<file path="config.mk">
export PLATFORM = sky130hd
export DESIGN_NAME = phase_timer_flat
export DESIGN_NICKNAME = d
export VERILOG_FILES = /design/src/rtl/phase_timer_if.sv /design/src/rtl/phase_timer.sv /design/src/flat_wrapper.sv
export SDC_FILE = /design/constraint.sdc
export NUM_CORES = 1
export LEC_CHECK = 0
export ABC_AREA = 1
export BUFFER_PORTS_ARGS = -buffer_cell sky130_fd_sc_hd__buf_2
export CAP_MARGIN = 20
export CORE_ASPECT_RATIO = 2
export CORE_MARGIN = 5
export CORE_UTILIZATION = 50
export CTS_CLUSTER_DIAMETER = 200
export DETAILED_ROUTE_END_ITERATION = 8
export PLACE_DENSITY = 0.75
export SKIP_LAST_GASP = 1
export SYNTH_ARGS = -nofsm -noshare
export SYNTH_HDL_FRONTEND = slang
export SYNTH_SLANG_ARGS = --single-unit
</file>
<file path="constraint.sdc">
create_clock -name clk -period 3.06 [get_ports clk]
set_input_delay 0.306 -clock clk [delete_from_list [all_inputs] [get_ports clk]]
set_output_delay 0.306 -clock clk [all_outputs]
set_load 0.1 [all_outputs]
</file>
<file path="src/rtl/phase_timer_if.sv">
// Enable/length/completion bundle between the clamp sequencer and its phase timer.
interface phase_timer_if #(
   parameter int CNT_W = 16
);
   logic             en_line_timer;
   logic             en_gear_timer;
   logic [CNT_W-1:0] line_len;
   logic [CNT_W-1:0] gear_len;
   logic             line_end;
   logic             gear_end;
   logic             busy;
   logic [CNT_W-1:0] remaining;
   logic             fault;

   modport master (
      output en_line_timer, en_gear_timer, line_len, gear_len,
      input  line_end, gear_end, busy, remaining, fault
   );

   modport slave (
      input  en_line_timer, en_gear_timer, line_len, gear_len,
      output line_end, gear_end, busy, remaining, fault
   );
endinterface

</file>
<file path="src/rtl/phase_timer.sv">
// Line/gear phase timer: two prescaled down-counters sharing one tick
// generator, with end pulses, busy, remaining time and enable-conflict fault.
module phase_timer #(
   parameter int PRESCALE = 1000,
   parameter int CNT_W    = 16
) (
   input logic          clk,
   input logic          reset,
   phase_timer_if.slave tif
);
   localparam int PW = (PRESCALE > 1) ? $clog2(PRESCALE) : 1;
   localparam logic [PW-1:0] PRE_LAST = PW'(PRESCALE - 1);

   typedef enum logic [2:0] {
      IDLE, LINE_RUN, GEAR_RUN, DONE, FAULT
   } state_t;

   state_t           state, state_n;
   logic [PW-1:0]    pre, pre_n;
   logic [CNT_W-1:0] rem, rem_n;
   logic             line_end_n, gear_end_n;
   logic             line_end_q, gear_end_q;
   logic             busy_q, fault_q;
   logic             own, other, tick;

   assign own   = (state == LINE_RUN) ? tif.en_line_timer
                                      : tif.en_gear_timer;
   assign other = (state == LINE_RUN) ? tif.en_gear_timer
                                      : tif.en_line_timer;
   assign tick  = (pre == PRE_LAST);

   always_comb begin
      state_n    = state;
      pre_n      = pre;
      rem_n      = rem;
      line_end_n = 1'b0;
      gear_end_n = 1'b0;
      unique case (state)
         IDLE: begin
            if (tif.en_line_timer && tif.en_gear_timer) begin
               state_n = FAULT;
            end else if (tif.en_line_timer) begin
               state_n = LINE_RUN;
               rem_n   = tif.line_len;
               pre_n   = '0;
            end else if (tif.en_gear_timer) begin
               state_n = GEAR_RUN;
               rem_n   = tif.gear_len;
               pre_n   = '0;
            end
         end
         LINE_RUN, GEAR_RUN: begin
            // abort beats a coincident tick; rem==0 here only for a zero length
            if (!own || other) begin
               state_n = own ? FAULT : IDLE;
               rem_n   = '0;
               pre_n   = '0;
            end else if (rem == '0 || (tick && rem == CNT_W'(1))) begin
               state_n    = DONE;
               rem_n      = '0;
               pre_n      = '0;
               line_end_n = (state == LINE_RUN);
               gear_end_n = (state == GEAR_RUN);
            end else if (tick) begin
               pre_n = '0;
               rem_n = rem - CNT_W'(1);
            end else begin
               pre_n = pre + PW'(1);
            end
         end
         DONE, FAULT: begin
            if (!tif.en_line_timer && !tif.en_gear_timer)
               state_n = IDLE;
         end
         default: state_n = IDLE;
      endcase
   end

   always_ff @(posedge clk) begin
      if (reset) begin
         state      <= IDLE;
         pre        <= '0;
         rem        <= '0;
         line_end_q <= 1'b0;
         gear_end_q <= 1'b0;
         busy_q     <= 1'b0;
         fault_q    <= 1'b0;
      end else begin
         state      <= state_n;
         pre        <= pre_n;
         rem        <= rem_n;
         line_end_q <= line_end_n;
         gear_end_q <= gear_end_n;
         busy_q     <= (state_n == LINE_RUN) || (state_n == GEAR_RUN);
         fault_q    <= (state_n == FAULT);
      end
   end

   assign tif.line_end  = line_end_q;
   assign tif.gear_end  = gear_end_q;
   assign tif.busy      = busy_q;
   assign tif.remaining = rem;
   assign tif.fault     = fault_q;
endmodule
</file>
<file path="src/flat_wrapper.sv">
// flat-port wrapper written by rule: the top's interface ports become plain ports
module phase_timer_flat 
#(
   parameter int PRESCALE = 1000,
   parameter int CNT_W    = 16
)
  (clk, reset, tif_en_line_timer, tif_en_gear_timer, tif_line_len, tif_gear_len, tif_line_end, tif_gear_end, tif_busy, tif_remaining, tif_fault);
  phase_timer_if #(.CNT_W(CNT_W)) tif_i ();
  input logic clk;
  input logic reset;
  input wire logic [$bits(tif_i.en_line_timer)-1:0] tif_en_line_timer;
  input wire logic [$bits(tif_i.en_gear_timer)-1:0] tif_en_gear_timer;
  input wire logic [$bits(tif_i.line_len)-1:0] tif_line_len;
  input wire logic [$bits(tif_i.gear_len)-1:0] tif_gear_len;
  output wire logic [$bits(tif_i.line_end)-1:0] tif_line_end;
  output wire logic [$bits(tif_i.gear_end)-1:0] tif_gear_end;
  output wire logic [$bits(tif_i.busy)-1:0] tif_busy;
  output wire logic [$bits(tif_i.remaining)-1:0] tif_remaining;
  output wire logic [$bits(tif_i.fault)-1:0] tif_fault;
  assign tif_i.en_line_timer = tif_en_line_timer;
  assign tif_i.en_gear_timer = tif_en_gear_timer;
  assign tif_i.line_len = tif_line_len;
  assign tif_i.gear_len = tif_gear_len;
  assign tif_line_end = tif_i.line_end;
  assign tif_gear_end = tif_i.gear_end;
  assign tif_busy = tif_i.busy;
  assign tif_remaining = tif_i.remaining;
  assign tif_fault = tif_i.fault;
  phase_timer #(.PRESCALE(PRESCALE), .CNT_W(CNT_W)) u_core (.clk(clk), .reset(reset), .tif(tif_i));
endmodule
</file>
==> results_dict.tcl <==
set metrics [dict create \
    firstDrtPassIters 4 \
    crit_start "u_core.tif.remaining[0]$_SDFFE_PP0P_" \
    ir_drop_mv 0.446 \
    gp_congestion 1.05 \
    die_h_um 108 \
    grtUsageTotal_pct 22.7 \
    core_mm2 0.00464 \
    avgSynthCellArea_um2 6.22 \
    power_frac_comb_pct 45.6 \
    rsz0062_at_grt "no" \
    wl_per_cell_um 13.9 \
    hold_path.class "in -> reg" \
    netlist_area_mm2 0.00240 \
    leakagePower_nw 1.38 \
    cp.arrival_ns 2.53 \
    final_hold_viol_count 0 \
    critPathMaxFanout 11 \
    cts_setup_buffers 0 \
    syn_to_final_growth_pct 16.6 \
    yosysMostFrequentCell "nand2_1" \
    end_kind "flip-flop" \
    worstSetupPathType "reg -> reg" \
    synth_top_area_share_pct 27.5 \
    power.share.sequential_pct 29.7 \
    cts_tree "built" \
    ys_warn_count 0 \
    seq_area_frac_synth_pct 27.5 \
    synthTopCellsByCount "82 x nand2_1, 61 x nor2_1, 44 x inv_1" \
    fin_crit_ns 2.29 \
    drc_errors 0 \
    ff2ff_setup_slack_ns 0.77 \
    clkSlewWorstSetupHoldPaths_ns 0.07 \
    initial_core_util_pct 51.7 \
    grt_pass1_wl_um 11100 \
    slew_headroom_pct 45.2 \
    r2r_end "u_core.tif.remaining[15]$_SDFFE_PP0P_" \
    root_buffer "clkbuf_8" \
    fp.dieW_um 59 \
    hpwl_um 5380 \
    grt_pass1_vias 2466 \
    p_clk_share_pct 24.7 \
    htreeDepth 2 \
    required_ns 3.30 \
    setup_violations 0 \
    vias 2627 \
    period_share_pct 74.9 \
    cts.sinks 33 \
    clk-insertion-delay-late_ns 0.30 \
    clockBufferDepth 2 \
    numCtsBuffers 5 \
    status "finished clean" \
    start_kind "flip-flop" \
    io-pin-count 56 \
    r2r-start "u_core.tif.remaining[0]$_SDFFE_PP0P_" \
    p_sw_share_pct 48.3 \
    synth.top_cells.by_area "dfxtp_1 28%, nand2_1 13%, nor2_1 9.5%" \
    routed_wl_um 6840 \
    max_freq_mhz 436 \
    final_cells 492 \
    slew_violations 0 \
    syn_inst 386 \
    synth_area_leader_cell "dfxtp_1" \
    port_buffers 55 \
    rows 35 \
    p_per_area_mw_per_mm2 647 \
    dieArea_mm2 0.00637 \
    dp_cells 484 \
    worst_pin_slew_ns 0.818 \
    skew_ns 0.0122 \
    ant_nets 0 \
    avgViaCountPerCell 5.34 \
    fin_nets 475 \
    postSynthRegisterBits 33 \
    n_antenna_cell 0 \
    drt_iter0_markers 106 \
    power_switching_uw 873 \
    synth_cell_types 33 \
    holdBufCountCts 0 \
    grt_max_degree 23 \
    drv_cap 0 \
    totalPowerFinal_mw 1.81 \
    grt_antenna_before_repair 0 \
    drive_gt1_share_pct 24.0 \
    synth-edff-count 0 \
    internal_power_uw 936 \
    overflow 0 \
    ys.flop_type "dfxtp_1" \
    ff2ff_path_depth 11 \
    synthArstFlopShare_pct 0 \
    cp-endpoint "u_core.tif.remaining[15]$_SDFFE_PP0P_" \
    tns_ns 0 \
    synth_nets 425 \
    cts_resized 0 \
]
-- cells by family (layout without fill, tap and decap cells) --
kind of cell / count (synthesis) / after routing / synth area share [%]
AO/OA/AOI/OAI: 51 / 51 / 13.5
adder cells (fa/ha/maj): 3 / 3 / 1.56
buffers and inverters: 64 / 115 / 11.0
flip-flops: 33 / 33 / 27.5
AND/OR/NAND/NOR: 229 / 229 / 44.1
XOR/XNOR: 6 / 6 / 2.19
-- flip-flops by register name (all words and copies together), names as in the netlist --
register	count
u_core.state	3
u_core.tif.fault	1
u_core.pre	10
u_core.tif.gear_end	1
u_core.tif.busy	1
u_core.tif.remaining	16
u_core.tif.line_end	1
-- stage by stage --
stage | worst slack (ns) | hold slack, ns | cell area [um^2] | utilization (%)
floorplan | 0.636 | 0.475 | 2400 | -
global placement | 0.684 | 0.493 | 2680 | 57.7
detailed placement | 0.626 | 0.499 | 2680 | 57.7
CTS | 0.784 | 0.341 | 2800 | 60.3
global route | 0.638 | 0.375 | 2800 | 60.3
finish | 0.767 | 0.337 | 2800 | 60.3
-- placed cells by master (no fill, tap or decap), types with 4 or more instances in the layout --
| master | Yosys | layout |
|---|---|---|
| a21oi_1 | 16 | 16 |
| buf_2 | 5 | 55 |
| clkbuf_8 | 0 | 6 |
| dfxtp_1 | 33 | 33 |
| inv_1 | 44 | 44 |
| inv_2 | 7 | 7 |
| nand2_1 | 82 | 82 |
| nand2_2 | 4 | 4 |
| nand3_1 | 42 | 42 |
| nand4_1 | 4 | 4 |
| nor2_1 | 61 | 61 |
| nor2_2 | 4 | 4 |
| nor2_4 | 5 | 5 |
| nor3_1 | 7 | 7 |
| o211ai_1 | 13 | 13 |
| o21ai_0 | 7 | 7 |
| o21ai_1 | 6 | 6 |
| or2_2 | 14 | 14 |
| xor2_1 | 5 | 5 |
-- routing by layer --
metal	share of wire, %	global-route usage (%)	vias to the layer above
met5	0	0	-
met4	3.7	12.2	0
met3	6.4	3.82	20
met2	54	41.1	89
met1	36	23.7	1179
li1	-	-	1339
-- worst max-delay path: stages (launching register included) --
cell     delay [ns]
dfxtp_1        0.41
inv_1          0.08
ha_1           0.24
nand2_1        0.15
nor2_4         0.08
nand2_2        0.12
nand2_1        0.10
nor2_1         0.63
inv_1          0.14
nor2_1         0.15
nor2_1         0.05
nor2_1         0.07
-- layout make-up --
type                       instances  area, um^2
sequential                        33         661
tap                               55        68.8
fill                             464        1840
multi-input combinational        289        1480
inverter                          51         191
timing repair buffer              56         283
clock inverter                     2        37.5
clock buffer                       6        82.6
-- power by group through the flow --
stage               Clock (mW)  Combinational (mW)  Sequential (mW)
finish                   0.447               0.826            0.537
global route             0.471               0.893            0.545
CTS                      0.452               0.826            0.536
detailed placement           0               0.822            0.546
global placement             0               0.817            0.546
floorplan                    0               0.391            0.826
-- how the worst min path moves through the flow --
stage | start | endpoint | slack, ns | cells after the start
2_1_floorplan | u_core.pre[4]$_SDFFE_PP0P_ | u_core.pre[4]$_SDFFE_PP0P_ | 0.48 | 2
6_report | tif_gear_len[9] | u_core.tif.remaining[9]$_SDFFE_PP0P_ | 0.34 | 5
4_1_cts | tif_gear_len[11] | u_core.tif.remaining[11]$_SDFFE_PP0P_ | 0.34 | 5
3_3_place_gp | u_core.pre[1]$_SDFFE_PP0P_ | u_core.pre[1]$_SDFFE_PP0P_ | 0.49 | 2
5_1_grt | tif_gear_len[3] | u_core.tif.remaining[3]$_SDFFE_PP0P_ | 0.37 | 5
3_5_place_dp | u_core.pre[4]$_SDFFE_PP0P_ | u_core.pre[4]$_SDFFE_PP0P_ | 0.50 | 2
No activity file was read; power rests on OpenSTA's default activity.
